## src/rtl/figure_pkg.sv

```systemverilog
// Shared types and constants for the player-figure overlay stage.
package figure_pkg;

  localparam int unsigned CW      = 11;
  localparam int unsigned AW      = 12;
  localparam int unsigned RGB_W   = 12;
  localparam int unsigned FIRE_W  = 26;
  localparam int unsigned FIRE_H  = 26;
  localparam int unsigned WATER_W = 19;
  localparam int unsigned WATER_H = 26;

  localparam logic [RGB_W-1:0] KEY_RGB = 12'h0F0;

  typedef enum logic [1:0] {
    ACTIVE  = 2'd0,
    VB_OPEN = 2'd1,
    VB_DONE = 2'd2
  } fig_state_t;

  // blnk/sync are {horizontal, vertical}
  typedef struct packed {
    logic [CW-1:0] hcount;
    logic [CW-1:0] vcount;
    logic [1:0]    blnk;
    logic [1:0]    sync;
  } vga_tim_t;

endpackage

```

## src/rtl/figure_hit_addr.sv

```systemverilog
// Hit test and ROM address for one figure of size W x H at (x, y).
module figure_hit_addr
  import figure_pkg::*;
#(
  parameter int unsigned W = 26,
  parameter int unsigned H = 26
) (
  input  logic [CW-1:0] hcount,
  input  logic [CW-1:0] vcount,
  input  logic [CW-1:0] x,
  input  logic [CW-1:0] y,
  input  logic          flip,
  output logic          hit_c,
  output logic [AW-1:0] addr_c
);

  logic [CW-1:0] row;
  logic [CW-1:0] col;
  logic [CW-1:0] col_m;
  logic          in_x;
  logic          in_y;

  // 12-bit sums so a figure near the right/bottom edge cannot wrap into view
  always_comb begin
    in_x  = ({1'b0, hcount} >= {1'b0, x}) && ({1'b0, hcount} < ({1'b0, x} + AW'(W)));
    in_y  = ({1'b0, vcount} >= {1'b0, y}) && ({1'b0, vcount} < ({1'b0, y} + AW'(H)));
    hit_c = in_x && in_y;
    row   = vcount - y;
    col   = hcount - x;
    col_m = flip ? (CW'(W - 1) - col) : col;
    addr_c = AW'(row) * AW'(W) + AW'(col_m);
  end

endmodule

```

## src/rtl/figure_render_ctl.sv

```systemverilog
// Overlays the fire/water player figures on the VGA stream with 2-cycle latency.
// Optional FIGURE_FLIP_EN adds per-figure horizontal mirroring.
module figure_render_ctl
  import figure_pkg::*;
(
  input  logic             clk,
  input  logic             rst_n,
  input  logic [CW-1:0]    hcount_in,
  input  logic [CW-1:0]    vcount_in,
  input  logic             hblnk_in,
  input  logic             vblnk_in,
  input  logic             hsync_in,
  input  logic             vsync_in,
  input  logic [RGB_W-1:0] rgb_in,
  input  logic             pos_valid,
  output logic             pos_ready,
  input  logic [CW-1:0]    fire_x,
  input  logic [CW-1:0]    fire_y,
  input  logic [CW-1:0]    water_x,
  input  logic [CW-1:0]    water_y,
  input  logic             water_prio,
`ifdef FIGURE_FLIP_EN
  input  logic             fire_flip,
  input  logic             water_flip,
`endif
  output logic [AW-1:0]    rom_addr,
  output logic             rom_sel,
  input  logic [RGB_W-1:0] rom_rgb,
  output logic [CW-1:0]    hcount_out,
  output logic [CW-1:0]    vcount_out,
  output logic             hblnk_out,
  output logic             vblnk_out,
  output logic             hsync_out,
  output logic             vsync_out,
  output logic [RGB_W-1:0] rgb_out
);

  fig_state_t state, state_nxt;
  logic          accept;
  logic [CW-1:0] fx_s, fy_s, wx_s, wy_s;
  logic          prio_s;
  logic          fflip_s, wflip_s;

  always_ff @(posedge clk or negedge rst_n) begin
    if (!rst_n) state <= ACTIVE;
    else        state <= state_nxt;
  end

  // One position update per frame, only while vertical blanking is open
  always_comb begin
    state_nxt = state;
    pos_ready = 1'b0;
    case (state)
      ACTIVE:  if (vblnk_in) state_nxt = VB_OPEN;
      VB_OPEN: begin
        pos_ready = vblnk_in;
        if (!vblnk_in)      state_nxt = ACTIVE;
        else if (pos_valid) state_nxt = VB_DONE;
      end
      VB_DONE: if (!vblnk_in) state_nxt = ACTIVE;
      default: state_nxt = ACTIVE;
    endcase
  end

  assign accept = pos_valid & pos_ready;

  always_ff @(posedge clk or negedge rst_n) begin
    if (!rst_n) begin
      fx_s    <= '0;
      fy_s    <= '0;
      wx_s    <= '0;
      wy_s    <= '0;
      prio_s  <= 1'b0;
      fflip_s <= 1'b0;
      wflip_s <= 1'b0;
    end else if (accept) begin
      fx_s    <= fire_x;
      fy_s    <= fire_y;
      wx_s    <= water_x;
      wy_s    <= water_y;
      prio_s  <= water_prio;
`ifdef FIGURE_FLIP_EN
      fflip_s <= fire_flip;
      wflip_s <= water_flip;
`else
      fflip_s <= 1'b0;
      wflip_s <= 1'b0;
`endif
    end
  end

  logic          fire_hit, water_hit;
  logic [AW-1:0] fire_addr, water_addr;

  figure_hit_addr #(.W(FIRE_W), .H(FIRE_H)) u_fire (
    .hcount (hcount_in),
    .vcount (vcount_in),
    .x      (fx_s),
    .y      (fy_s),
    .flip   (fflip_s),
    .hit_c  (fire_hit),
    .addr_c (fire_addr)
  );

  figure_hit_addr #(.W(WATER_W), .H(WATER_H)) u_water (
    .hcount (hcount_in),
    .vcount (vcount_in),
    .x      (wx_s),
    .y      (wy_s),
    .flip   (wflip_s),
    .hit_c  (water_hit),
    .addr_c (water_addr)
  );

  logic          pick_water;
  logic          any_hit;
  logic [AW-1:0] addr_nxt;

  always_comb begin
    pick_water = water_hit & (~fire_hit | prio_s);
    any_hit    = fire_hit | water_hit;
    addr_nxt   = '0;
    if (any_hit) addr_nxt = pick_water ? water_addr : fire_addr;
  end

  vga_tim_t         tim_d1, tim_d2;
  logic [RGB_W-1:0] rgb_d1;
  logic             hit_d;

  // Stage 1: ROM request plus timing/background delay
  always_ff @(posedge clk or negedge rst_n) begin
    if (!rst_n) begin
      rom_addr <= '0;
      rom_sel  <= 1'b0;
      hit_d    <= 1'b0;
      tim_d1   <= '0;
      rgb_d1   <= '0;
    end else begin
      rom_addr <= addr_nxt;
      rom_sel  <= pick_water;
      hit_d    <= any_hit & ~(hblnk_in | vblnk_in);
      tim_d1   <= '{hcount: hcount_in, vcount: vcount_in,
                    blnk: {hblnk_in, vblnk_in}, sync: {hsync_in, vsync_in}};
      rgb_d1   <= rgb_in;
    end
  end

  // Stage 2: composite; a transparent winner pixel shows background
  always_ff @(posedge clk or negedge rst_n) begin
    if (!rst_n) begin
      tim_d2  <= '0;
      rgb_out <= '0;
    end else begin
      tim_d2  <= tim_d1;
      rgb_out <= (hit_d && (rom_rgb != KEY_RGB)) ? rom_rgb : rgb_d1;
    end
  end

  assign hcount_out = tim_d2.hcount;
  assign vcount_out = tim_d2.vcount;
  assign hblnk_out  = tim_d2.blnk[1];
  assign vblnk_out  = tim_d2.blnk[0];
  assign hsync_out  = tim_d2.sync[1];
  assign vsync_out  = tim_d2.sync[0];

endmodule
```

## config.mk

```make
export PLATFORM = sky130hd
export DESIGN_NAME = figure_render_ctl
export DESIGN_NICKNAME = d
export VERILOG_FILES = /design/src/rtl/figure_pkg.sv /design/src/rtl/figure_hit_addr.sv /design/src/rtl/figure_render_ctl.sv
export SDC_FILE = /design/constraint.sdc
export NUM_CORES = 1
export LEC_CHECK = 0
export CAP_MARGIN = 10
export CELL_PAD_IN_SITES_DETAIL_PLACEMENT = 0
export CELL_PAD_IN_SITES_GLOBAL_PLACEMENT = 1
export CORE_AREA = 4 4 194 196
export CTS_CLUSTER_SIZE = 24
export DETAILED_ROUTE_END_ITERATION = 7
export DIE_AREA = 0 0 198 200
export MAX_ROUTING_LAYER = met4
export PLACE_DENSITY = 0.59
export SLEW_MARGIN = 25
export SYNTH_ARGS = -nofsm -noshare
export SYNTH_HDL_FRONTEND = slang
export SYNTH_SLANG_ARGS = --single-unit
```

## constraint.sdc

```tcl
create_clock -name clk -period 12.7 [get_ports clk]
set_input_delay 2.54 -clock clk [delete_from_list [all_inputs] [get_ports clk]]
set_output_delay 2.54 -clock clk [all_outputs]
set_load 0.01 [all_outputs]
```

==> flow_metrics.py, run 1 <==
metrics = {
    "outcome": {
        "run_status": "complete, no violations",
    },
    "clock_network": {
        "root_buffer": "clkbuf_16",
        "cts_hold_buf": 0,
        "clk_pin_slew_ns": 0.06,
        "cts_buffer_depth": 2,
        "cts_buffers": 17,
        "cts_num_sinks": 137,
        "cts_max_level": 4,
        "cts_tree": "built",
        "post_cts_buffers": 0,
        "ctsResizeCount": 0,
        "clkLatencyLatePin_ns": 0.44,
    },
    "synthesis": {
        "ys_ff_latch": 137,
        "syn_nets": 1233,
        "synth.distinct_cells": 64,
        "synth_warnings": 0,
        "yosys.area.top_type_share_pct": 34.6,
        "ys.flop_type": "dfrtp_1",
        "synth_edf_count": 0,
        "syn_area_um2": 9920,
        "synthArstFlopShare_pct": 100,
        "avgSynthCellArea_um2": 10.2,
        "netlist_top_cells_area": "dfrtp_1 35%, ha_1 17%, fa_1 6.3%",
        "synth_cells": 970,
        "synth_seq_area_share_pct": 34.6,
        "yosysTopAreaCell": "dfrtp_1",
    },
    "placed_design": {
        "place.gp.congestion": 0.857,
        "portBuffers": 149,
        "dp.final_hpwl_mm": 21.1,
    },
    "floorplan": {
        "initial_utilization_pct": 27.5,
        "core_um2": 36100,
        "die_h_um": 200,
        "rows": 70,
        "die_w_um": 198,
        "fp.dieArea_um2": 39600,
        "io-pin-count": 150,
    },
    "sta": {
        "rsz0062_at_grt": "no",
        "max_slew_margin_pct": 39.4,
        "finalHoldViolCount": 0,
        "min_period_ns": 7.12,
        "fin_setup_tns_ns": 0,
        "worstMarginPinSlew_ns": 0.909,
        "post-route-period-util_pct": 56.1,
        "skew_ns": 0.0105,
        "slew_violations": 0,
        "final-setup-viol-count": 0,
        "fmax_ghz": 0.140,
    },
    "critical_path": {
        "worstSetupEndpointType": "flop",
        "r2r_slack_ns": 7.83,
        "crit_fanout": 4,
        "cp-start-kind": "primary input",
        "r2r_end": "rom_addr[11]",
        "ff2ff_path_depth": 22,
        "cp_data_required_time_ns": 13.01,
        "critPathKind": "primary input to flop",
        "r2r_start": "wy_s[1]",
        "worst_ep_arrival_time_ns": 7.43,
    },
    "routing": {
        "first_iter_violations": 253,
        "drc": 0,
        "drt-total-wl_mm": 26.2,
        "wire_per_inst_um": 16.3,
        "routed_via_density": 4.53,
        "ant_nets": 0,
        "drt-pass1-iter-count": 5,
        "num_vias": 7288,
    },
    "cells_and_area": {
        "nNetsFinal": 1392,
        "area.growth.synth_to_final_pct": 26.3,
        "seq_area_um2": 3430,
        "layout-drive-gt1-share_pct": 8.50,
        "multiInputGateArea_um2": 5960,
        "fill_cells": 3715,
    },
    "global_route": {
        "grt_pass1_wl_mm": 41.3,
        "grt_usage_pct": 13.9,
        "grt_max_degree": 70,
        "grt_pass1_vias": 7705,
        "gr-total-overflow": 0,
        "antenna_found_initial": 1,
    },
    "hold_path": {
        "hold_path_class": "flop to flop",
        "worstHoldEndpoint": "vcount_out[8]",
        "min_path_cells": 0,
        "hold_start": "tim_d1[12]",
    },
    "run": {
        "maxCapViolations": 0,
    },
}
==> cell type report <==
| class | instances | area share [%] |
|---|---|---|
| antenna | 1 | 0.0200 |
| clock buffer | 19 | 3.54 |
| clock inverter | 12 | 0.939 |
| inverter | 128 | 3.84 |
| multi-input combinational | 694 | 47.6 |
| sequential | 137 | 27.4 |
| tap | 468 | 4.67 |
| timing repair buffer | 151 | 12.0 |
==> worst max-delay path: stages <==
cell and delay [ns]:
clkdlybuf4s50_1 0.46, inv_1 0.10, ha_1 0.17, inv_1 0.08, fa_1 0.41, a21o_1 0.19
a21oi_1 0.25, o211ai_1 0.17, nand2_1 0.11, xnor2_1 0.17, inv_1 0.10, fa_1 0.54
inv_1 0.04, ha_1 0.26, inv_1 0.05, fa_1 0.52, inv_1 0.04, ha_1 0.24
nor3_1 0.19, o211ai_1 0.13, a41oi_1 0.27, xnor2_1 0.11, xnor2_1 0.13, nand2b_1 0.10
o31ai_2 0.06
==> how the worst max path moves through the flow <==
stage          slack [ns]    startpoint           end
5_1_grt              5.23  vcount_in[1]  rom_addr[10]
4_1_cts              5.55  vcount_in[0]  rom_addr[11]
3_3_place_gp         5.12  vcount_in[0]  rom_addr[11]
3_5_place_dp         5.08  vcount_in[0]  rom_addr[11]
6_report             5.58  vcount_in[0]  rom_addr[11]
2_1_floorplan        5.96  vcount_in[0]  rom_addr[11]
==> metal layers <==
metal | vias up | part of all wire, % | wire [µm] | global-route usage [%]
li1 | 3680 | - | - | -
met1 | 3489 | 45 | 11700 | 16.5
met2 | 92 | 50 | 13100 | 23.7
met3 | 27 | 3.3 | 862 | 2.85
met4 | 0 | 2.0 | 527 | 4.57
met5 | - | 0 | 0 | -
==> cell usage in the layout, fill, tap and decap left out, drive strengths merged, types with 7 or more instances in the layout <==
cell / n
clkdlybuf4s50: 148
a21o: 23
nand4: 12
nor3: 34
fa: 31
a211oi: 7
o21a: 8
nor2b: 8
nand3: 12
xnor2: 69
nand2: 63
a2111oi: 7
xor2: 25
nor2: 38
clkbuf: 19
ha: 134
mux2: 49
nand3b: 7
a21oi: 48
o21bai: 8
nand2b: 8
inv: 132
o21ai: 36
dfrtp: 137
o211ai: 9
==> flip-flops by register name (all words and copies together), names as in the netlist <==
signal      flops
state           2
rgb_d1         12
vsync_out       1
fy_s           11
hblnk_out       1
hcount_out     11
hit_d           1
prio_s          1
wy_s           11
vcount_out     11
wx_s           11
rom_addr       12
hsync_out       1
fx_s           11
vblnk_out       1
rom_sel         1
tim_d1         26
rgb_out        12
==> metrics by stage <==
step / area, µm² / hold slack (ns) / setup slack (ns) / utilization (%) / instances
floorplan: 9920 / 0.331 / 5.96 / - / 970
global placement: 12000 / 0.332 / 5.12 / 33.2 / 1578
detailed placement: 12000 / 0.335 / 5.08 / 33.2 / 1578
CTS: 12500 / 0.348 / 5.55 / 34.7 / 1609
global route: 12500 / 0.351 / 5.23 / 34.7 / 1610
finish: 12500 / 0.347 / 5.58 / 34.7 / 1610
==> cells by family after synthesis <==
kind of cell,count (synthesis),synth area share [%]
xor+xnor,96,8.75
compound gates,178,12.3
simple gates,203,10.1
buf+inv,139,5.36
fa+ha+maj,165,23.2
flops,137,34.6
mux,52,5.86
==> synthesized netlist by cell type (all sizes together), types with 2 or more instances <==
cell type and n:
dfrtp 137, ha 134, inv 128, xnor2 69, nand2 63, mux2 49
a21oi 48, nor2 38, o21ai 36, nor3 34, fa 31, xor2 25
a21o 23, nand3 12, nand4 12, o211ai 9, nand2b 8, nor2b 8
o21a 8, o21bai 8, a2111oi 7, a211oi 7, clkbuf 7, nand3b 7
a31oi 5, and3 5, o2111ai 5, a31o 4, buf 4, nor4 4
mux2i 3, o31ai 3, o41ai 3, a21boi 2, and4 2, nand4b 2
nor3b 2, o31a 2, or2 2, or3 2, xnor3 2
Power of run 1 is left out: the tool's default activity adds up to more than one toggle a clock period on the data nets, which glitch-free logic cannot reach.
==> run 2: changes to the inputs <==
==> constraint.sdc (replaced) <==
create_clock -name clk -period 6.8 [get_ports clk]
set_input_delay 1.36 -clock clk [delete_from_list [all_inputs] [get_ports clk]]
set_output_delay 1.36 -clock clk [all_outputs]
set_load 0.01 [all_outputs]
==> run 2 against run 1 <==
Non-clock buffer count rose by 16. Die area did not move. Core utilization rose by 0.26 points. Critical endpoint unchanged.
==> flow_metrics.py, run 2 (same netlist as run 1, synthesis figures left out) <==
metrics = {
    "clock_network": {
        "clk_pin_slew_ns": 0.06,
        "post_cts_buffers": 0,
        "cts_hold_buf": 0,
        "cts_num_sinks": 137,
        "cts_tree": "built",
        "cts_max_level": 4,
        "clkLatencyLatePin_ns": 0.44,
        "cts_buffer_depth": 2,
        "root_buffer": "clkbuf_16",
        "cts_buffers": 17,
        "ctsResizeCount": 0,
    },
    "floorplan": {
        "initial_utilization_pct": 27.5,
        "fp.dieArea_um2": 39600,
        "io-pin-count": 150,
        "rows": 70,
        "die_w_um": 198,
        "core_um2": 36100,
        "die_h_um": 200,
    },
    "sta": {
        "worstMarginPinSlew_ns": 0.842,
        "post-route-period-util_pct": 87.7,
        "min_period_ns": 5.96,
        "max_slew_margin_pct": 43.9,
        "slew_violations": 0,
        "final-setup-viol-count": 0,
        "finalHoldViolCount": 0,
        "skew_ns": 0.0148,
        "rsz0062_at_grt": "no",
        "fmax_ghz": 0.168,
        "fin_setup_tns_ns": 0,
        "worst_slack_ns": 0.840,
    },
    "critical_path": {
        "critPathKind": "primary input to flop",
        "cp_data_required_time_ns": 7.11,
        "cp-start-kind": "primary input",
        "worstSetupEndpointType": "flop",
        "crit_fanout": 7,
        "worst_ep_arrival_time_ns": 6.27,
    },
    "routing": {
        "routed_via_density": 4.50,
        "drt-pass1-iter-count": 4,
        "ant_nets": 0,
        "top_layer_used": "met4",
        "drc": 0,
        "wl_met1_mm": 12.0,
        "drt-total-wl_mm": 26.6,
        "first_iter_violations": 267,
        "num_vias": 7310,
        "wire_per_inst_um": 16.3,
        "dr_wl_met3_um": 809,
        "wl_met2_mm": 13.4,
    },
    "global_route": {
        "grt_max_degree": 93,
        "antenna_found_initial": 0,
        "gr-total-overflow": 0,
        "grt_pass1_wl_mm": 42.2,
        "grt_pass1_vias": 7609,
        "grt_usage_pct": 14.3,
    },
    "cells_and_area": {
        "layout_common_cells": "148 x clkdlybuf4s50_1, 137 x dfrtp_1, 134 x ha_1",
        "antenna_cells": 0,
        "largest_reg_flops": 26,
        "design_area_um2": 12600,
        "layout-drive-gt1-share_pct": 9.76,
        "fill_cells": 3705,
        "layout_commonest_cell": "clkdlybuf4s50_1",
        "nNetsFinal": 1408,
        "area.growth.synth_to_final_pct": 27.2,
        "regMostFlops": "tim_d1",
    },
    "placed_design": {
        "portBuffers": 149,
        "place.gp.congestion": 0.802,
        "post-place-ws_ns": 0.364,
        "dpl_cell_area_um2": 12100,
        "dp.final_hpwl_mm": 21.7,
    },
    "run": {
        "maxCapViolations": 0,
    },
    "hold_path": {
        "hold_path_class": "flop to flop",
    },
    "outcome": {
        "run_status": "complete, no violations",
    },
}
## run 2: layout make-up
cell class / count / area (µm²) / share of cell area, %
clock buffer: 20 / 447 / 3.54
timing repair buffer: 167 / 1630 / 12.9
clock inverter: 12 / 90.1 / 0.714
tap: 468 / 586 / 4.64
multi-input combinational: 694 / 5960 / 47.2
sequential: 137 / 3430 / 27.2
inverter: 128 / 480 / 3.81
## run 2: final timing paths
check / slack, ns / startpoint / to / depth (start not counted)
worst min-delay path: 0.35 / tim_d1[13] / vcount_out[9] / 0
max in group asynchronous: 4.64 / rst_n / wy_s[7] / 2
worst max register to register: 1.95 / wx_s[2] / rom_addr[11] / 21
worst min register to register: 0.35 / tim_d1[13] / vcount_out[9] / 0
worst max-delay path: 0.84 / vcount_in[1] / rom_addr[11] / 22
min in group asynchronous: 1.01 / rst_n / rgb_d1[3] / 1
## run 2: routing by layer
metal	vias to the layer above	GRT usage [%]
met2	97	24.2
met5	-	-
met1	3478	17.6
met3	23	2.47
li1	3712	-
met4	0	4.28
## run 2: critical path, stage by stage
cell             delay, ns
clkdlybuf4s50_1       0.67
fa_1                  0.56
a21o_1                0.17
a21oi_1               0.24
o211ai_1              0.18
nand2_1               0.11
xnor2_1               0.16
inv_1                 0.10
fa_1                  0.54
inv_1                 0.05
ha_1                  0.27
inv_1                 0.05
fa_1                  0.53
inv_1                 0.04
ha_1                  0.23
nor3_1                0.19
o211ai_1              0.14
a41oi_1               0.27
xnor2_1               0.11
xnor2_1               0.13
nand2b_1              0.11
o31ai_2               0.07
## run 2: per-stage QoR
step / hold WS [ns] / std cells / utilization (%)
3_5_place_dp: 0.335 / 1594 / 33.5
4_1_cts: 0.348 / 1626 / 35.0
2_1_floorplan: 0.331 / 970 / -
5_1_grt: 0.352 / 1626 / 35.0
6_report: 0.347 / 1626 / 35.0
3_3_place_gp: 0.333 / 1594 / 33.5
Power of run 2 is left out for the same reason.
==> run 3: changes to the inputs <==
--- a/config.mk
+++ b/config.mk
@@ -5,15 +5,15 @@
 export SDC_FILE = /design/constraint.sdc
 export NUM_CORES = 1
 export LEC_CHECK = 0
-export CAP_MARGIN = 10
+export ABC_AREA = 1
 export CELL_PAD_IN_SITES_DETAIL_PLACEMENT = 0
 export CELL_PAD_IN_SITES_GLOBAL_PLACEMENT = 1
-export CORE_AREA = 4 4 194 196
+export CORE_AREA = 4 4 196 198
 export CTS_CLUSTER_SIZE = 24
 export DETAILED_ROUTE_END_ITERATION = 7
-export DIE_AREA = 0 0 198 200
+export DIE_AREA = 0 0 200 202
 export MAX_ROUTING_LAYER = met4
-export PLACE_DENSITY = 0.59
+export PLACE_DENSITY = 0.61
 export SLEW_MARGIN = 25
 export SYNTH_ARGS = -nofsm -noshare
 export SYNTH_HDL_FRONTEND = slang
==> constraint.sdc (replaced) <==
create_clock -name clk -period 7.6 [get_ports clk]
set_input_delay 1.52 -clock clk [delete_from_list [all_inputs] [get_ports clk]]
set_output_delay 1.52 -clock clk [all_outputs]
set_load 0.01 [all_outputs]
==> run 3 against run 2 <==
Via count grew 13%. Hold slack gained 0.0011 ns. Core utilization grew 0.28 points. Synthesized cell count grew 26%. Clock-buffer cell count shrank 3. Sequential share of layout area shrank 0.54 points. Cell count grew 15%.
==> flow_metrics.py, run 3 <==
metrics = {
    "routing": {
        "num_vias": 8268,
        "drc": 0,
        "drt-pass1-iter-count": 4,
        "wire_per_inst_um": 14.6,
        "ant_nets": 0,
        "routed_via_density": 4.44,
        "drt-total-wl_mm": 27.2,
        "first_iter_violations": 280,
    },
    "synthesis": {
        "synth.distinct_cells": 43,
        "netlist_top_cells_area": "dfrtp_1 34%, ha_1 16%, inv_1 7.6%",
        "synth_edf_count": 0,
        "synth_seq_area_share_pct": 33.6,
        "yosys.cell_count.top_type": "inv_1",
        "yosys.area.top_type_share_pct": 33.6,
        "synth_common_cells": "208 x inv_1, 206 x nand2_1, 137 x dfrtp_1, 134 x ha_1, 107 x a21oi_1",
        "avgSynthCellArea_um2": 8.35,
        "synthArstFlopShare_pct": 100,
        "yosysTopAreaCell": "dfrtp_1",
        "syn_nets": 1486,
        "synth_warnings": 0,
        "ys_ff_latch": 137,
        "synth_cells": 1223,
        "syn_area_um2": 10200,
        "ys.flop_type": "dfrtp_1",
    },
    "floorplan": {
        "die_h_um": 202,
        "rows": 70,
        "die_w_um": 200,
        "fp.dieArea_um2": 40400,
        "io-pin-count": 150,
        "core_um2": 36500,
        "initial_utilization_pct": 27.9,
    },
    "cells_and_area": {
        "nNetsFinal": 1646,
        "regMostFlops": "tim_d1",
        "area.growth.synth_to_final_pct": 26.1,
        "layout-drive-gt1-share_pct": 4.94,
        "antenna_cells": 0,
        "largest_reg_flops": 26,
        "layout_commonest_cell": "inv_1",
        "finish.utilization_pct": 35.3,
        "layout_common_cells": "208 x inv_1, 205 x nand2_1, 148 x clkdlybuf4s50_1",
    },
    "critical_path": {
        "r2r_end": "rom_addr[11]",
        "worstSetupEndpointType": "flop",
        "cp_data_required_time_ns": 7.93,
        "cp-start-kind": "primary input",
        "r2r_slack_ns": 2.68,
        "critPathKind": "primary input to flop",
        "ff2ff_path_depth": 24,
        "worst_ep_arrival_time_ns": 6.50,
        "crit_fanout": 5,
        "r2r_start": "wy_s[3]",
    },
    "global_route": {
        "grt_max_degree": 81,
        "antenna_found_initial": 0,
        "grt_pass1_wl_mm": 44.8,
        "gr-total-overflow": 0,
        "grt_usage_pct": 14.4,
        "grt_pass1_vias": 8530,
    },
    "clock_network": {
        "cts_max_level": 4,
        "post_cts_buffers": 0,
        "root_buffer": "clkbuf_16",
        "cts_buffer_depth": 2,
        "cts_buffers": 17,
        "clkLatencyLatePin_ns": 0.45,
        "cts_tree": "built",
        "cts_hold_buf": 0,
        "ctsResizeCount": 0,
        "clk_pin_slew_ns": 0.07,
        "cts_num_sinks": 137,
    },
    "sta": {
        "final-setup-viol-count": 0,
        "rsz0062_at_grt": "no",
        "fin_setup_tns_ns": 0,
        "post-route-period-util_pct": 81.2,
        "min_period_ns": 6.17,
        "fmax_ghz": 0.162,
        "max_slew_margin_pct": 43.3,
        "finalHoldViolCount": 0,
        "worstMarginPinSlew_ns": 0.847,
        "slew_violations": 0,
        "skew_ns": 0.00752,
    },
    "hold_path": {
        "worstHoldEndpoint": "hcount_out[5]",
        "min_path_cells": 0,
        "hold_path_class": "flop to flop",
        "hold_start": "tim_d1[20]",
    },
    "run": {
        "maxCapViolations": 0,
    },
    "placed_design": {
        "dp.final_hpwl_mm": 22.0,
        "portBuffers": 149,
        "place.gp.congestion": 0.849,
    },
    "outcome": {
        "run_status": "complete, no violations",
    },
}
## run 3: cell count changes in the layout (fill, tap and decap cells not counted), sizes merged, moves of 9 or more
cell	before	now
mux2	49	7
nor2	38	97
a21o	23	7
xnor2	69	16
a21oi	48	110
nand2	63	211
nand4	12	25
inv	133	220
nand3	12	62
o21ai	36	45
xor2	25	64
buf	19	8
nor3	34	14
## run 3: kinds of logic after synthesis
| logic type | after synthesis | share of synthesized area [%] |
|---|---|---|
| compound gates | 182 | 9.75 |
| xor+xnor | 80 | 6.87 |
| buf+inv | 226 | 8.50 |
| simple gates | 426 | 18.0 |
| mux | 7 | 0.772 |
| fa+ha+maj | 165 | 22.5 |
| flops | 137 | 33.6 |
## run 3: layer usage
| layer | wire length, µm | share of wire (%) | up-vias | GRT usage [%] |
|---|---|---|---|---|
| met1 | 13200 | 48 | 3833 | 18.7 |
| met2 | 12500 | 46 | 129 | 22.7 |
| met4 | 293 | 1.1 | 0 | 3.20 |
| li1 | - | - | 4288 | - |
| met5 | 0 | 0 | - | - |
| met3 | 1190 | 4.4 | 18 | 3.40 |
## run 3: worst max path at each step
| stage | cells after the start | start | slack (ns) | to |
|---|---|---|---|---|
| after CTS | 24 | vcount_in[4] | 1.43 | rom_addr[11] |
| after floorplan | 23 | hcount_in[0] | 2.03 | rom_addr[11] |
| final | 24 | vcount_in[4] | 1.43 | rom_addr[11] |
| after global placement | 26 | vcount_in[0] | 1.07 | rom_addr[10] |
| after detailed placement | 24 | vcount_in[4] | 0.98 | rom_addr[11] |
| after global routing | 24 | vcount_in[4] | 0.99 | rom_addr[11] |
## run 3: area by class of cell
cell class	count	area, µm²
Inverter	211	797
Sequential cell	137	3430
Timing Repair Buffer	156	1550
Clock buffer	17	425
Fill cell	3828	23600
Clock inverter	15	170
Tap cell	468	586
Multi-Input combinational cell	860	5920
## run 3: stage by stage
| stage | instances | instance area (µm²) | setup slack (ns) | hold WS, ns |
|---|---|---|---|---|
| CTS | 1864 | 12900 | 1.43 | 0.349 |
| floorplan | 1223 | 10200 | 2.03 | 0.331 |
| finish | 1864 | 12900 | 1.43 | 0.348 |
| detailed placement | 1832 | 12300 | 0.975 | 0.335 |
| global placement | 1832 | 12300 | 1.07 | 0.332 |
| global route | 1864 | 12900 | 0.993 | 0.358 |
## run 3: worst max-delay path, cell delays in order
cell             delay, ns
clkdlybuf4s50_1       0.58
ha_1                  0.45
nand2_1               0.10
o21ai_0               0.25
a21oi_1               0.10
o21ai_0               0.21
xor2_1                0.27
inv_1                 0.10
fa_1                  0.54
inv_1                 0.04
ha_1                  0.27
inv_1                 0.05
fa_1                  0.53
inv_1                 0.04
ha_1                  0.32
inv_1                 0.08
nor4_1                0.40
nand3_1               0.14
nand3_1               0.13
nand3_1               0.10
nand2_1               0.08
nand2_1               0.04
nand3_1               0.09
nand2_1               0.07
Power of run 3 is left out for the same reason.
